--- config.mk ---
export PLATFORM = sky130hd
export DESIGN_NAME = alu_74181_nibble_seq
export DESIGN_NICKNAME = d
export VERILOG_FILES = /design/src/rtl/alu_74181_pkg.sv /design/src/rtl/alu_74181_nibble_seq.sv
export SDC_FILE = /design/constraint.sdc
export NUM_CORES = 1
export LEC_CHECK = 0
export BUFFER_PORTS_ARGS = -buffer_cell sky130_fd_sc_hd__buf_2
export CAP_MARGIN = 30
export CORE_ASPECT_RATIO = 1.25
export CORE_MARGIN = 2
export CORE_UTILIZATION = 50
export CTS_BUF_LIST = sky130_fd_sc_hd__clkbuf_4 sky130_fd_sc_hd__clkbuf_8 sky130_fd_sc_hd__clkbuf_16
export CTS_CLUSTER_SIZE = 40
export DETAILED_ROUTE_END_ITERATION = 8
export PLACE_DENSITY_LB_ADDON = 0.08
export SLEW_MARGIN = 0
export SYNTH_ARGS = -nofsm -noshare
export SYNTH_HDL_FRONTEND = slang
export SYNTH_SLANG_ARGS = --single-unit
--- constraint.sdc ---
create_clock -name clk -period 2.1 [get_ports clk]
set_clock_uncertainty 0.1 [all_clocks]
set_input_delay 0.315 -clock clk [delete_from_list [all_inputs] [get_ports clk]]
set_output_delay 0.315 -clock clk [all_outputs]
set_load 0.05 [all_outputs]
--- src/rtl/alu_74181_pkg.sv ---
// alu_74181_pkg
// Definitions shared by the nibble sequencer and the 74181 logic stage:
//   seq_state_t      - sequencer FSM state encoding
//   FUNC_00..FUNC_15 - 4-bit logic-stage function select codes
package alu_74181_pkg;

  typedef enum logic [2:0] {
    ST_A    = 3'd0,
    ST_B    = 3'd1,
    ST_S    = 3'd2,
    ST_EXEC = 3'd3,
    ST_OUT  = 3'd4
  } seq_state_t;

  localparam logic [3:0] FUNC_00 = 4'd0;   // ~A
  localparam logic [3:0] FUNC_01 = 4'd1;   // ~(A|B)
  localparam logic [3:0] FUNC_02 = 4'd2;   // ~A&B
  localparam logic [3:0] FUNC_03 = 4'd3;   // 0000
  localparam logic [3:0] FUNC_04 = 4'd4;   // ~(A&B)
  localparam logic [3:0] FUNC_05 = 4'd5;   // ~B
  localparam logic [3:0] FUNC_06 = 4'd6;   // A^B
  localparam logic [3:0] FUNC_07 = 4'd7;   // A&~B
  localparam logic [3:0] FUNC_08 = 4'd8;   // ~A|B
  localparam logic [3:0] FUNC_09 = 4'd9;   // ~(A^B)
  localparam logic [3:0] FUNC_10 = 4'd10;  // B
  localparam logic [3:0] FUNC_11 = 4'd11;  // A&B
  localparam logic [3:0] FUNC_12 = 4'd12;  // 1111
  localparam logic [3:0] FUNC_13 = 4'd13;  // A|~B
  localparam logic [3:0] FUNC_14 = 4'd14;  // A|B
  localparam logic [3:0] FUNC_15 = 4'd15;  // A

endpackage

--- src/rtl/alu_74181_nibble_seq.sv ---
// alu_74181_nibble_seq
// Collects operand A, operand B and select S as nibbles over a valid/ready
// stream, holds them registered for the external 74181 logic stage, captures
// the stage result and offers it on a valid/ready output stream. Chain mode
// reuses the previous result as A.
//
// Ports:
//   clk, rst_n                  clock, async active-low reset
//   in_nibble/in_valid/in_ready input nibble stream
//   chain                       reuse previous result as A (sampled in ST_A)
//   clear                       synchronous abort of the current transaction
//   lu_a/lu_b/lu_s              registered operands/select to the logic stage
//   lu_f                        combinational result from the logic stage
//   out_f/out_valid/out_ready   result stream
//   busy                        high whenever not in ST_A
//   op_count                    completed output handshakes (wrapping)
//
// state   | meaning
// --------+---------------------------------------------------------------
// ST_A    | idle; take A nibble, or copy out_f into A when chaining
// ST_B    | wait for B nibble
// ST_S    | wait for S nibble
// ST_EXEC | logic stage inputs stable; capture lu_f into out_f
// ST_OUT  | present out_f until downstream accepts it
module alu_74181_nibble_seq
  import alu_74181_pkg::*;
#(
  parameter int CNT_W = 8
) (
  input  logic             clk,
  input  logic             rst_n,
  input  logic [3:0]       in_nibble,
  input  logic             in_valid,
  output logic             in_ready,
  input  logic             chain,
  input  logic             clear,
  output logic [3:0]       lu_a,
  output logic [3:0]       lu_b,
  output logic [3:0]       lu_s,
  input  logic [3:0]       lu_f,
  output logic [3:0]       out_f,
  output logic             out_valid,
  input  logic             out_ready,
  output logic             busy,
  output logic [CNT_W-1:0] op_count
);

  seq_state_t       state_q, state_d;
  logic [3:0]       lu_a_q, lu_a_d;
  logic [3:0]       lu_b_q, lu_b_d;
  logic [3:0]       lu_s_q, lu_s_d;
  logic [3:0]       out_f_q, out_f_d;
  logic             out_valid_q, out_valid_d;
  logic             prev_valid_q, prev_valid_d;
  logic [CNT_W-1:0] op_count_q, op_count_d;
  logic             chain_skip;

  // Chaining only makes sense once a result exists; otherwise chain is ignored.
  assign chain_skip = chain && prev_valid_q;

  always_ff @(posedge clk or negedge rst_n) begin
    if (!rst_n) begin
      state_q      <= ST_A;
      lu_a_q       <= '0;
      lu_b_q       <= '0;
      lu_s_q       <= '0;
      out_f_q      <= '0;
      out_valid_q  <= 1'b0;
      prev_valid_q <= 1'b0;
      op_count_q   <= '0;
    end else begin
      state_q      <= state_d;
      lu_a_q       <= lu_a_d;
      lu_b_q       <= lu_b_d;
      lu_s_q       <= lu_s_d;
      out_f_q      <= out_f_d;
      out_valid_q  <= out_valid_d;
      prev_valid_q <= prev_valid_d;
      op_count_q   <= op_count_d;
    end
  end

  always_comb begin
    state_d      = state_q;
    lu_a_d       = lu_a_q;
    lu_b_d       = lu_b_q;
    lu_s_d       = lu_s_q;
    out_f_d      = out_f_q;
    out_valid_d  = out_valid_q;
    prev_valid_d = prev_valid_q;
    op_count_d   = op_count_q;
    in_ready     = 1'b0;

    unique case (state_q)
      ST_A: begin
        in_ready = !chain_skip;
        if (chain_skip) begin
          lu_a_d  = out_f_q;
          state_d = ST_B;
        end else if (in_valid) begin
          lu_a_d  = in_nibble;
          state_d = ST_B;
        end
      end
      ST_B: begin
        in_ready = 1'b1;
        if (in_valid) begin
          lu_b_d  = in_nibble;
          state_d = ST_S;
        end
      end
      ST_S: begin
        in_ready = 1'b1;
        if (in_valid) begin
          lu_s_d  = in_nibble;
          state_d = ST_EXEC;
        end
      end
      ST_EXEC: begin
        out_f_d      = lu_f;
        out_valid_d  = 1'b1;
        prev_valid_d = 1'b1;
        state_d      = ST_OUT;
      end
      ST_OUT: begin
        // out_valid is always high here, so out_ready alone completes the transfer.
        if (out_ready) begin
          out_valid_d = 1'b0;
          op_count_d  = op_count_q + CNT_W'(1);
          state_d     = ST_A;
        end
      end
      default: state_d = ST_A;
    endcase

    // Abort wins over any handshake in the same cycle; operand and result
    // registers keep their previous contents.
    if (clear) begin
      state_d      = ST_A;
      lu_a_d       = lu_a_q;
      lu_b_d       = lu_b_q;
      lu_s_d       = lu_s_q;
      out_f_d      = out_f_q;
      out_valid_d  = 1'b0;
      prev_valid_d = 1'b0;
      op_count_d   = op_count_q;
    end
  end

  assign lu_a      = lu_a_q;
  assign lu_b      = lu_b_q;
  assign lu_s      = lu_s_q;
  assign out_f     = out_f_q;
  assign out_valid = out_valid_q;
  assign busy      = (state_q != ST_A);
  assign op_count  = op_count_q;

endmodule

; Word level (Yosys, flattened, before mapping)
; Cells that the tools add are included.
[word_totals]
regBits = 29
output_inout_bits = 27
elab_cells = 48
[classes]
addsub = 1
n_eq_ne = 8
n_mux = 15
bitwise = 1
reduce_logical = 15
[op_table]
columns = op, n
row1 = 3-bit 2-to-1 mux, 6
row2 = 3-bit one-hot mux with 5 select lines, 1
row3 = 3-bit AND reduction, 4
row4 = "3-bit != test, second input constant", 3
row5 = "8-bit by 1-bit adder with 8-bit output, second input constant", 1
row6 = 4-bit 2-to-1 mux, 2
row7 = "3-bit by 2-bit == test with 1-bit output, second input constant", 2
row8 = 3-bit nonzero test, 2
row9 = 1-bit 2-to-1 mux, 4
row10 = "4-bit != test, second input constant", 1
row11 = 1-bit one-hot mux with 2 select lines, 2
row12 = 2-bit AND reduction, 2
row13 = 4-bit AND reduction, 1
row14 = 2-bit nonzero test, 2
row15 = "3-bit by 1-bit == test with 1-bit output, second input constant", 1
row16 = "3-bit == test, second input constant", 1
row17 = 3-bit zero test, 1
row18 = 2-bit OR reduction, 1
row19 = 1-bit logical AND, 1
row20 = 1-bit zero test, 1
row21 = 1-bit NOT, 1

; Longest topological paths before layout
; Gate-level depths: netlist (run 1).
[depth]
depth_word = 4
mapped_depth = 5
depth_no_buf = 4

; Least setup slack after synthesis (run 1)
; Ideal clock, no wire load.
[synth_timing]
path_type = flip-flop to output port
start = register prev_valid_q
end = output port in_ready
t_arrival_ns = 1.446
t_required_ns = 1.685
path_slack_ns = 0.239
path_stages_with_launch = 4
path_buffers = 1
cell_sequence = dfrtp_1 > and2_1 > clkbuf_1 > a21oi_1
[synth_via]
elab_chain_cells = 3
[synth_rtl]
columns = element, line
row1 = "start, declared", alu_74181_nibble_seq.sv:54  ; logic prev_valid_q, prev_valid_d;
row2 = "start signal, assigned", alu_74181_nibble_seq.sv:78  ; prev_valid_q <= prev_valid_d;
row3 = 1-bit logical AND, alu_74181_nibble_seq.sv:59  ; assign chain_skip = chain && prev_valid_q;
row4 = 1-bit zero test, alu_74181_nibble_seq.sv:96  ; in_ready = !chain_skip;
row5 = 1-bit one-hot mux with 2 select lines, alu_74181_nibble_seq.sv:94  ; unique case (state_q)
row6 = "end, declared", alu_74181_nibble_seq.sv:34  ; output logic in_ready,
; No other way between the ends.

; Worst setup path in the final report (run 1)
[layout_timing]
start = register state_q[0]
end = output port busy
[layout_via]
elab_chain_cells = 1
[layout_rtl]
columns = element, line
row1 = "start, declared", alu_74181_nibble_seq.sv:48  ; seq_state_t state_q, state_d;
row2 = "start signal, assigned", alu_74181_nibble_seq.sv:72  ; state_q <= state_d;
row3 = 3-bit nonzero test, alu_74181_nibble_seq.sv:155  ; assign busy = (state_q != ST_A);
row4 = "end, declared", alu_74181_nibble_seq.sv:44  ; output logic busy,
; No other way between the ends.

==> impl_metrics.ini, run 1 <==
[outcome]
run_status = finished clean

[setup_path]
required_ns = 1.68
timing.setup.critical_path_class = reg2out
critical_path_arrival_ns = 1.43
type_of_element_capturing_the_critical_path = primary output
crit_fanout = 13
worst_setup_path_start_kind = flip-flop

[drt]
via_count = 991
drt_iter0_markers = 24
drt-pass1-iter-count = 4
final_antenna_net_count = 0
via_per_instance_ratio = 5.386
wl_um = 2623
drc_violations_left = 0
detail_route.wl_per_cell_um = 14.26

[placed_design]
detailedPlace.worstSlack_ns = 0.4611
detailedPlacementHpwl_um = 1998
place_congestion = 0.8129
placement.io_buffers = 40
dp_cells = 175

[clock_tree]
clock_tree.root_cell = sky130_fd_sc_hd__clkbuf_4
tritoncts.num_buffers = 5
clock_insertion_delay_worst_skew_ns = 0.31
clk_slew_on_worst_s_h_paths_ns = 0.09
tritoncts = yes
cts-resized-gates = 0
clk_path_buf_depth = 2
post_cts_setup_buffers = 0
clock-sinks = 29
clock_tree.htree_level_count = 2

[sta]
relSlewSlack = 0.5927
achievable_frequency_mhz = 542.0
timing_hold_violations_final = 0
hold_slack_ns = 0.1296
final.period_utilization = 0.8786
totalNegativeSetupSlack_ns = 0
fin_ws_ns = 0.2549
fin_crit_ns = 1.845
slew_violations = 0
worstMarginPinSlew_ns = 0.6110
timing.final.setup_violations = 0
unrepaired_setup_endpoints_after_global_routing = false

[final_layout]
post_route_cells_drive_above_1_share = 0.4305
fin_cells = 184
flow.area_growth_from_synthesis_pct = 21.95
finalCoreUtilization = 0.6566
fillCellCount = 198
num_antenna_cells = 0
num-nets-final = 165

[global_route]
busiest_layer = met2
grt_antenna_before_repair = 0
grt_max_degree = 30
globalRouteMet1Util = 0.2157
grt_first_pass_wirelength_um = 4257
grt.met2_usage = 0.3383
grt.total_usage = 0.1960
first_global_vias = 915
globalRouteMet3Util = 0.08134
global_route.overflow_total = 0

[die]
die_height_um = 61.75
i_o_pins = 41
initial_utilization = 0.5384
coreArea_um2 = 2477
fp.dieArea_um2 = 3099
core.rowCount = 20
die_width_um = 50.20

[pwr]
power.ir.vdd_worst_v = 0.0008926
power_density_cells_nw_per_um2 = 1069
p_leak_uw = 0.0008301

[logic_synthesis]
post_synth_instance_area_um2 = 1334
synth_cell_type_count = 33
synthDominantAreaCellType = sky130_fd_sc_hd__dfrtp_1
mappedNetlistNets = 123
synthesis.yosys.warnings = 0
synth.yosys.seq_area_share = 0.5441
ys_seq_elements = 29
post_synth_main_area_contributors = sky130_fd_sc_hd__dfrtp_1 (54%), sky130_fd_sc_hd__mux2_2 (11%), sky130_fd_sc_hd__xor2_1 (3.9%)
avgSynthCellArea_um2 = 12.35
synth_cells = 108
post-synth-top-area-fraction = 0.5441

[min_path]
holdCritPathClass = in2reg

[flow_run]
drv.max_cap_violation_count = 0
cell usage after synthesis:
cell and count:
sky130_fd_sc_hd__or4b_1 1, sky130_fd_sc_hd__dfrtp_1 29, sky130_fd_sc_hd__or4_4 1, sky130_fd_sc_hd__nand3b_1 2, sky130_fd_sc_hd__nand2_1 1, sky130_fd_sc_hd__nor2b_1 1
sky130_fd_sc_hd__nor2_1 6, sky130_fd_sc_hd__nor4_1 3, sky130_fd_sc_hd__nand4_1 1, sky130_fd_sc_hd__xor2_1 6, sky130_fd_sc_hd__and2_1 1, sky130_fd_sc_hd__o2bb2ai_1 4
sky130_fd_sc_hd__buf_6 3, sky130_fd_sc_hd__o21ai_0 1, sky130_fd_sc_hd__a22oi_1 4, sky130_fd_sc_hd__nor3_1 4, sky130_fd_sc_hd__inv_1 2, sky130_fd_sc_hd__o21bai_4 1
sky130_fd_sc_hd__or3_4 1, sky130_fd_sc_hd__ha_1 1, sky130_fd_sc_hd__mux2_2 13, sky130_fd_sc_hd__or2_1 1, sky130_fd_sc_hd__clkbuf_1 1, sky130_fd_sc_hd__a21o_1 1
sky130_fd_sc_hd__or3_1 1, sky130_fd_sc_hd__a21oi_1 4, sky130_fd_sc_hd__nand2b_1 3, sky130_fd_sc_hd__nand3_1 4, sky130_fd_sc_hd__buf_2 1, sky130_fd_sc_hd__clkbuf_2 1
sky130_fd_sc_hd__a21boi_0 3, sky130_fd_sc_hd__xnor2_1 1, sky130_fd_sc_hd__nand3b_2 1
worst max-delay path: stages (launching register included):
cell and delay, ns:
sky130_fd_sc_hd__dfrtp_1 0.51, sky130_fd_sc_hd__or3_1 0.40, sky130_fd_sc_hd__buf_2 0.21
state kept, by name, indices dropped and copies added, names as in the netlist:
| register | flops |
|---|---|
| lu_a | 4 |
| lu_b | 4 |
| lu_s | 4 |
| op_count | 8 |
| out_f | 4 |
| out_valid | 1 |
| prev_valid_q | 1 |
| state_q | 3 |
per-layer routing:
metal	routed length [um]	vias to the layer above
met5	0	-
met4	32	0
met3	162	4
met2	1359	36
met1	1068	477
li1	-	474
kinds of logic after synthesis:
group,count (synthesis),share of synthesized area
compound gates,18,0.1041
simple gates,32,0.1454
flops,29,0.5441
buf+inv,8,0.04127
fa+ha+maj,1,0.009379
xor+xnor,7,0.04597
mux,13,0.1098
metrics by stage:
step	area [um2]	total power, uW
5_1_grt	1627	1825
2_1_floorplan	1334	1136
3_5_place_dp	1528	1274
4_1_cts	1627	1759
6_report	1627	1738
3_3_place_gp	1528	1263
repair_timing:
action                     CTS  global route
setup endpoints to repair    0             0
hold endpoints to repair    29             0
hold buffers                 1             0
layout make-up:
| class | count | area [um2] | share of cell area |
|---|---|---|---|
| Clock inverter | 1 | 30.03 | 0.01846 |
| Inverter | 2 | 7.507 | 0.004615 |
| Tap cell | 33 | 41.29 | 0.02538 |
| Multi-Input combinational cell | 71 | 553.0 | 0.3400 |
| Sequential cell | 29 | 725.7 | 0.4462 |
| Timing Repair Buffer | 41 | 210.2 | 0.1292 |
| Clock buffer | 7 | 58.81 | 0.03615 |
worst paths after layout:
| kind | start | depth (start not counted) | end | slack (ns) |
|---|---|---|---|---|
| min in group asynchronous | rst_n | 2 | op_count[3] | 0.44 |
| max | state_q[0] | 2 | busy | 0.25 |
| max reg2reg | state_q[0] | 3 | lu_a[0] | 0.45 |
| min | lu_f[3] | 2 | out_f[3] | 0.13 |
| max in group asynchronous | rst_n | 2 | prev_valid_q | 1.06 |
| min reg2reg | op_count[7] | 1 | op_count[7] | 0.37 |
cell usage in the layout (no fill, tap or decap), types with 2 or more instances in the layout:
| master | instances |
|---|---|
| sky130_fd_sc_hd__xor2_1 | 6 |
| sky130_fd_sc_hd__nand2b_1 | 3 |
| sky130_fd_sc_hd__a21oi_1 | 4 |
| sky130_fd_sc_hd__nor4_1 | 3 |
| sky130_fd_sc_hd__inv_1 | 2 |
| sky130_fd_sc_hd__nand3b_1 | 2 |
| sky130_fd_sc_hd__o2bb2ai_1 | 4 |
| sky130_fd_sc_hd__mux2_2 | 13 |
| sky130_fd_sc_hd__dfrtp_1 | 29 |
| sky130_fd_sc_hd__a22oi_1 | 4 |
| sky130_fd_sc_hd__nor2_1 | 6 |
| sky130_fd_sc_hd__clkbuf_4 | 6 |
| sky130_fd_sc_hd__buf_2 | 40 |
| sky130_fd_sc_hd__a21boi_0 | 3 |
| sky130_fd_sc_hd__nor3_1 | 4 |
| sky130_fd_sc_hd__nand3_1 | 4 |
where the power goes:
| group | total (uW) | internal, uW | switching, uW |
|---|---|---|---|
| combinational | 557 | 148 | 409 |
| clock | 480 | 297 | 183 |
| sequential | 701 | 645 | 56.1 |
| total | 1740 | 1090 | 648 |
No activity file was read; power rests on OpenSTA's default activity.
==> inputs of run 2 (changes only) <==
--- a/config.mk
+++ b/config.mk
@@ -13,7 +13,7 @@
 export CTS_BUF_LIST = sky130_fd_sc_hd__clkbuf_4 sky130_fd_sc_hd__clkbuf_8 sky130_fd_sc_hd__clkbuf_16
 export CTS_CLUSTER_SIZE = 40
 export DETAILED_ROUTE_END_ITERATION = 8
-export PLACE_DENSITY_LB_ADDON = 0.08
+export PLACE_DENSITY = 0.78
 export SLEW_MARGIN = 0
 export SYNTH_ARGS = -nofsm -noshare
 export SYNTH_HDL_FRONTEND = slang
==> run 2 against run 1 <==
  * Final cell count stayed put
  * Via count is 2.0% higher
  * Count of clock-buffer cells in the layout unchanged
  * Combinational power hardly changed
  * Sequential power is essentially flat
  * Sequential share of layout area up 0.52 points
  * Die area unchanged
  * Routed wire length is 3.8% higher
  * Power fell by 5.6%
  * Critical path depth stayed put
  * First-iteration DRC count fell by 42%
  * Fmax fell by 1.3%
  * Critical path type unchanged
==> impl_metrics.ini, run 2 (same netlist as run 1, synthesis figures left out) <==
[sta]
fin_ws_ns = 0.2306
unrepaired_setup_endpoints_after_global_routing = false
achievable_frequency_mhz = 534.9
totalNegativeSetupSlack_ns = 0
timing_hold_violations_final = 0
fin_crit_ns = 1.869
slew_violations = 0
final.period_utilization = 0.8902
timing.final.setup_violations = 0
relSlewSlack = 0.5770
worstMarginPinSlew_ns = 0.6345

[min_path]
min_from = lu_f[0]
holdCritPathClass = in2reg

[setup_path]
cp_slowest_cell = sky130_fd_sc_hd__dfrtp_1
crit_fanout = 13
reg2reg_setup_slack_ns = 0.46
required_ns = 1.68
cpPeakStageDelay_ns = 0.50
critical_path.reg2reg.startpoint = state_q[0]
worst_setup_path_start_kind = flip-flop
path_cells = or3_1 > buf_2
timing.setup.critical_path_class = reg2out
startpoint = state_q[0]
critical_path_arrival_ns = 1.45
type_of_element_capturing_the_critical_path = primary output

[placed_design]
detailedPlace.worstSlack_ns = 0.4703
placement.io_buffers = 40
detailedPlacementHpwl_um = 2071
place_congestion = 0.7175

[drt]
drc_violations_left = 0
wl_um = 2722
met3_routed_wl_um = 179
met2_wirelength_um = 1446
topRoutingLayerUsed = met4
final_antenna_net_count = 0
detail_route.wl_per_cell_um = 14.79
drt-met1-wl_um = 1058
drt-pass1-iter-count = 4
via_count = 1011
via_per_instance_ratio = 5.495
drt_iter0_markers = 14

[final_layout]
flow.area_growth_from_synthesis_pct = 20.54
layout.cells.most_common = sky130_fd_sc_hd__buf_2
num-nets-final = 165
num_antenna_cells = 0
post_route_cells_drive_above_1_share = 0.4305
largest_reg_flops = 8
fillCellCount = 207
layout_common_cells = sky130_fd_sc_hd__buf_2 (40), sky130_fd_sc_hd__dfrtp_1 (29), sky130_fd_sc_hd__mux2_2 (13)

[clock_tree]
cts-resized-gates = 0
tritoncts.num_buffers = 5
clock-sinks = 29
clk_slew_on_worst_s_h_paths_ns = 0.09
post_cts_setup_buffers = 0
clock_insertion_delay_worst_skew_ns = 0.32
tritoncts = yes
clock_tree.root_cell = sky130_fd_sc_hd__clkbuf_4
clk_path_buf_depth = 2
clock_tree.htree_level_count = 2

[die]
coreArea_um2 = 2477
i_o_pins = 41
die_width_um = 50.20
fp.dieArea_um2 = 3099
die_height_um = 61.75
core.rowCount = 20
initial_utilization = 0.5384

[global_route]
grt_max_degree = 30
global_route.overflow_total = 0
grt.total_usage = 0.2003
grt_antenna_before_repair = 0
grt_first_pass_wirelength_um = 4464
first_global_vias = 982

[flow_run]
drv.max_cap_violation_count = 0

[pwr]
power.clock.fraction = 0.232
p_leak_uw = 0.0008225
power_frac_seq = 0.428
power_density_cells_nw_per_um2 = 1021
combinationalPowerShare = 0.340
switching_share = 0.3987
internal-power_uw = 987.0
switching_power_uw = 654.5
power.ir.vdd_worst_v = 0.0009552

[outcome]
run_status = finished clean
[run 2: cell count changes in the layout (fill, tap and decap cells not counted)]
cell	before	now
sky130_fd_sc_hd__clkbuf_8	1	2
sky130_fd_sc_hd__clkinv_2	0	1
sky130_fd_sc_hd__clkbuf_4	6	5
sky130_fd_sc_hd__bufinv_16	1	0
[run 2: layer usage]
metal  vias to the layer above  GRT usage
met2                        38     0.3741
met5                         -          0
met1                       498     0.2126
li1                        471          -
met4                         0    0.08333
met3                         4    0.05981
[run 2: what timing repair did]
item                       4_1_cts  5_1_grt
hold endpoints to repair        29        0
hold buffers                     1        0
setup endpoints to repair        0        0
[run 2: path summary, 6_finish.rpt]
check / end / cells past startpoint
setup / recovery: busy / 2
hold / removal: out_f[0] / 2
setup reg to reg: lu_a[3] / 3
hold reg to reg: op_count[7] / 1
max in group asynchronous: lu_a[2] / 2
min in group asynchronous: op_count[5] / 2
[run 2: layout make-up]
class,instances,area [um2],share of cell area
Sequential cell,29,725.7,0.4514
Multi-Input combinational cell,71,553.0,0.3440
Timing Repair Buffer,41,210.2,0.1307
Clock buffer,7,65.06,0.04047
Tap cell,33,41.29,0.02568
Inverter,2,7.507,0.004669
Clock inverter,1,5.005,0.003113
[run 2: power by group through the flow]
stage	Combinational (uW)	Clock, uW	Sequential [uW]
6_report	558	381	702
5_1_grt	584	416	715
4_1_cts	564	395	703
3_5_place_dp	563	0	712
3_3_place_gp	555	0	707
2_1_floorplan	132	0	1000
[run 2: worst max-delay path, delay by kind of cell, from the launching register on]
family                 cells  cell delay (ns)
and+or+nand+nor            1             0.41
DFF                        1             0.50
buffers and inverters      1             0.22
[run 2: stage by stage]
step | util | total power [uW] | area [um2] | std cells | hold slack (ns)
4_1_cts | 0.6490 | 1662 | 1608 | 184 | 0.1121
5_1_grt | 0.6490 | 1715 | 1608 | 184 | 0.1181
3_3_place_gp | 0.6167 | 1262 | 1528 | 175 | 0.2647
3_5_place_dp | 0.6167 | 1276 | 1528 | 175 | 0.2794
2_1_floorplan | - | 1136 | 1334 | 108 | -0.08059
6_report | 0.6490 | 1642 | 1608 | 184 | 0.1271
==> inputs of run 3 (changes only) <==
--- a/config.mk
+++ b/config.mk
@@ -9,11 +9,11 @@
 export CAP_MARGIN = 30
 export CORE_ASPECT_RATIO = 1.25
 export CORE_MARGIN = 2
-export CORE_UTILIZATION = 50
+export CORE_UTILIZATION = 53
 export CTS_BUF_LIST = sky130_fd_sc_hd__clkbuf_4 sky130_fd_sc_hd__clkbuf_8 sky130_fd_sc_hd__clkbuf_16
 export CTS_CLUSTER_SIZE = 40
 export DETAILED_ROUTE_END_ITERATION = 8
-export PLACE_DENSITY = 0.78
+export PLACE_DENSITY = 0.82
 export SLEW_MARGIN = 0
 export SYNTH_ARGS = -nofsm -noshare
 export SYNTH_HDL_FRONTEND = slang
==> constraint.sdc (replaced) <==
create_clock -name clk -period 2.37 [get_ports clk]
set_clock_uncertainty 0.1 [all_clocks]
set_input_delay 0.3555 -clock clk [delete_from_list [all_inputs] [get_ports clk]]
set_output_delay 0.3555 -clock clk [all_outputs]
set_load 0.1 [all_outputs]
==> run 3 against run 2 <==
  * Cell area shrank 0.70%
  * Sequential cell count is the same
  * Combinational power grew 43%
  * Power grew 4.8%
  * Critical path depth grew 1
  * Sequential power shrank 11%
  * Worst setup slack gained 0.10 ns
  * Routed wire length shrank 1.5%
==> impl_metrics.ini, run 3 (same netlist as run 1, synthesis figures left out) <==
[pwr]
power_density_cells_nw_per_um2 = 1077
power.ir.vdd_worst_v = 0.0007623
combinationalPowerShare = 0.465
p_leak_uw = 0.0008176
power_frac_seq = 0.362
switching_power_uw = 893.8
switching_share = 0.5198
internal-power_uw = 825.8
power.clock.fraction = 0.173
design_power_total_uw = 1720

[setup_path]
critical_path_arrival_ns = 1.58
cpLargestDelayFamily = flip-flops
timing.setup.critical_path_class = reg2out
reg2reg_setup_slack_ns = 0.71
r2r_cells = 3
cp_slowest_cell = sky130_fd_sc_hd__dfrtp_1
number_of_buffer_and_inverter_instances_along_the_worst_setup_path = 1
cpPeakStageDelay_ns = 0.51
required_ns = 1.91
rr_endpoint = lu_a[3]
type_of_element_capturing_the_critical_path = primary output
path_cells = a21o_1 > a21oi_2 > buf_2
crit_fanout = 13
critical_path.reg2reg.startpoint = state_q[0]
worst_setup_path_start_kind = flip-flop

[sta]
timing_hold_violations_final = 0
worstMarginPinSlew_ns = 0.6288
unrepaired_setup_endpoints_after_global_routing = false
achievable_frequency_mhz = 490.5
timing.final.setup_violations = 0
fin_ws_ns = 0.3311
final.period_utilization = 0.8603
relSlewSlack = 0.5808
slew_violations = 0
totalNegativeSetupSlack_ns = 0
hold_slack_ns = 0.1416
fin_crit_ns = 2.039

[clock_tree]
tritoncts.num_buffers = 5
cts_hold_repair.buffers = 1
clock-sinks = 29
clock_insertion_delay_worst_skew_ns = 0.34
clock_tree.htree_level_count = 2
post_cts_setup_buffers = 0
tritoncts = yes
clk_path_buf_depth = 2
clock_tree.root_cell = sky130_fd_sc_hd__clkbuf_4
cts-resized-gates = 0
clk_slew_on_worst_s_h_paths_ns = 0.09

[placed_design]
detailedPlace.worstSlack_ns = 0.6421
detailedPlacementHpwl_um = 1949
placement.io_buffers = 40
place_congestion = 0.8468
postPlaceCellArea_um2 = 1531

[drt]
final_antenna_net_count = 0
met3_routed_wl_um = 173
via_count = 988
drt_iter0_markers = 28
via_per_instance_ratio = 5.370
detail_route.wl_per_cell_um = 14.57
drc_violations_left = 0
wl_um = 2681
topRoutingLayerUsed = met4
drt-met1-wl_um = 1106
met2_wirelength_um = 1342
drt-pass1-iter-count = 4

[global_route]
grt_first_pass_wirelength_um = 4450
first_global_vias = 931
grt_max_degree = 30
grt.total_usage = 0.2133
global_route.overflow_total = 0
grt_antenna_before_repair = 0

[die]
core.rowCount = 20
coreArea_um2 = 2402
die_width_um = 48.87
die_height_um = 60.09
i_o_pins = 41
fp.dieArea_um2 = 2936
initial_utilization = 0.5552

[min_path]
min_from = lu_f[3]
holdCritPathClass = in2reg
min_delay_path_depth = 2
hold_end = out_f[3]

[final_layout]
layout.cells.most_common = sky130_fd_sc_hd__buf_2
flow.area_growth_from_synthesis_pct = 19.70
largest_reg_flops = 8
post_route_cells_drive_above_1_share = 0.4371
fillCellCount = 205
num-nets-final = 165
layout_common_cells = sky130_fd_sc_hd__buf_2 (40), sky130_fd_sc_hd__dfrtp_1 (29), sky130_fd_sc_hd__mux2_2 (13)
final_cell_area_um2 = 1597
num_antenna_cells = 0

[outcome]
run_status = finished clean

[flow_run]
drv.max_cap_violation_count = 0
-- run 3: layer usage --
layer  track usage  vias to the layer above
met3       0.08000                        6
met4        0.1102                        0
li1              -                      469
met5             0                        -
met1        0.2463                      473
met2        0.3503                       40
-- run 3: worst register-to-register path, cell delays in order, from the launching register on --
cell and delay (ns):
sky130_fd_sc_hd__dfrtp_1 0.51, sky130_fd_sc_hd__or4_4 0.60, sky130_fd_sc_hd__o21bai_4 0.21, sky130_fd_sc_hd__o2bb2ai_1 0.13
-- run 3: power by group through the flow --
stage | Sequential (uW) | Clock (uW) | Combinational (uW)
finish | 622 | 297 | 800
global route | 635 | 331 | 823
CTS | 623 | 308 | 803
detailed placement | 633 | 0 | 801
global placement | 628 | 0 | 794
floorplan | 1180 | 0 | 129
-- run 3: cell type report --
| type | count | area [um2] | area share |
|---|---|---|---|
| Sequential cell | 29 | 725.7 | 0.4545 |
| Multi-Input combinational cell | 71 | 556.8 | 0.3487 |
| Timing Repair Buffer | 41 | 210.2 | 0.1317 |
| Clock buffer | 6 | 45.04 | 0.02821 |
| Tap cell | 33 | 41.29 | 0.02586 |
| Clock inverter | 2 | 10.01 | 0.006270 |
| Inverter | 2 | 7.507 | 0.004702 |
-- run 3: worst max-delay path by stage --
| stage | depth (start not counted) | end | start | slack (ns) |
|---|---|---|---|---|
| after floorplan | 3 | in_ready | chain | 0.32 |
| after global placement | 4 | in_ready | chain | 0.66 |
| after detailed placement | 4 | in_ready | chain | 0.64 |
| after CTS | 3 | in_ready | state_q[1] | 0.33 |
| after global routing | 3 | in_ready | state_q[0] | 0.26 |
| final | 3 | in_ready | state_q[0] | 0.33 |
-- run 3: through the flow --
step,std cells,utilization
2_1_floorplan,108,-
6_report,184,0.6646
4_1_cts,184,0.6646
5_1_grt,184,0.6646
3_3_place_gp,175,0.6375
3_5_place_dp,175,0.6375
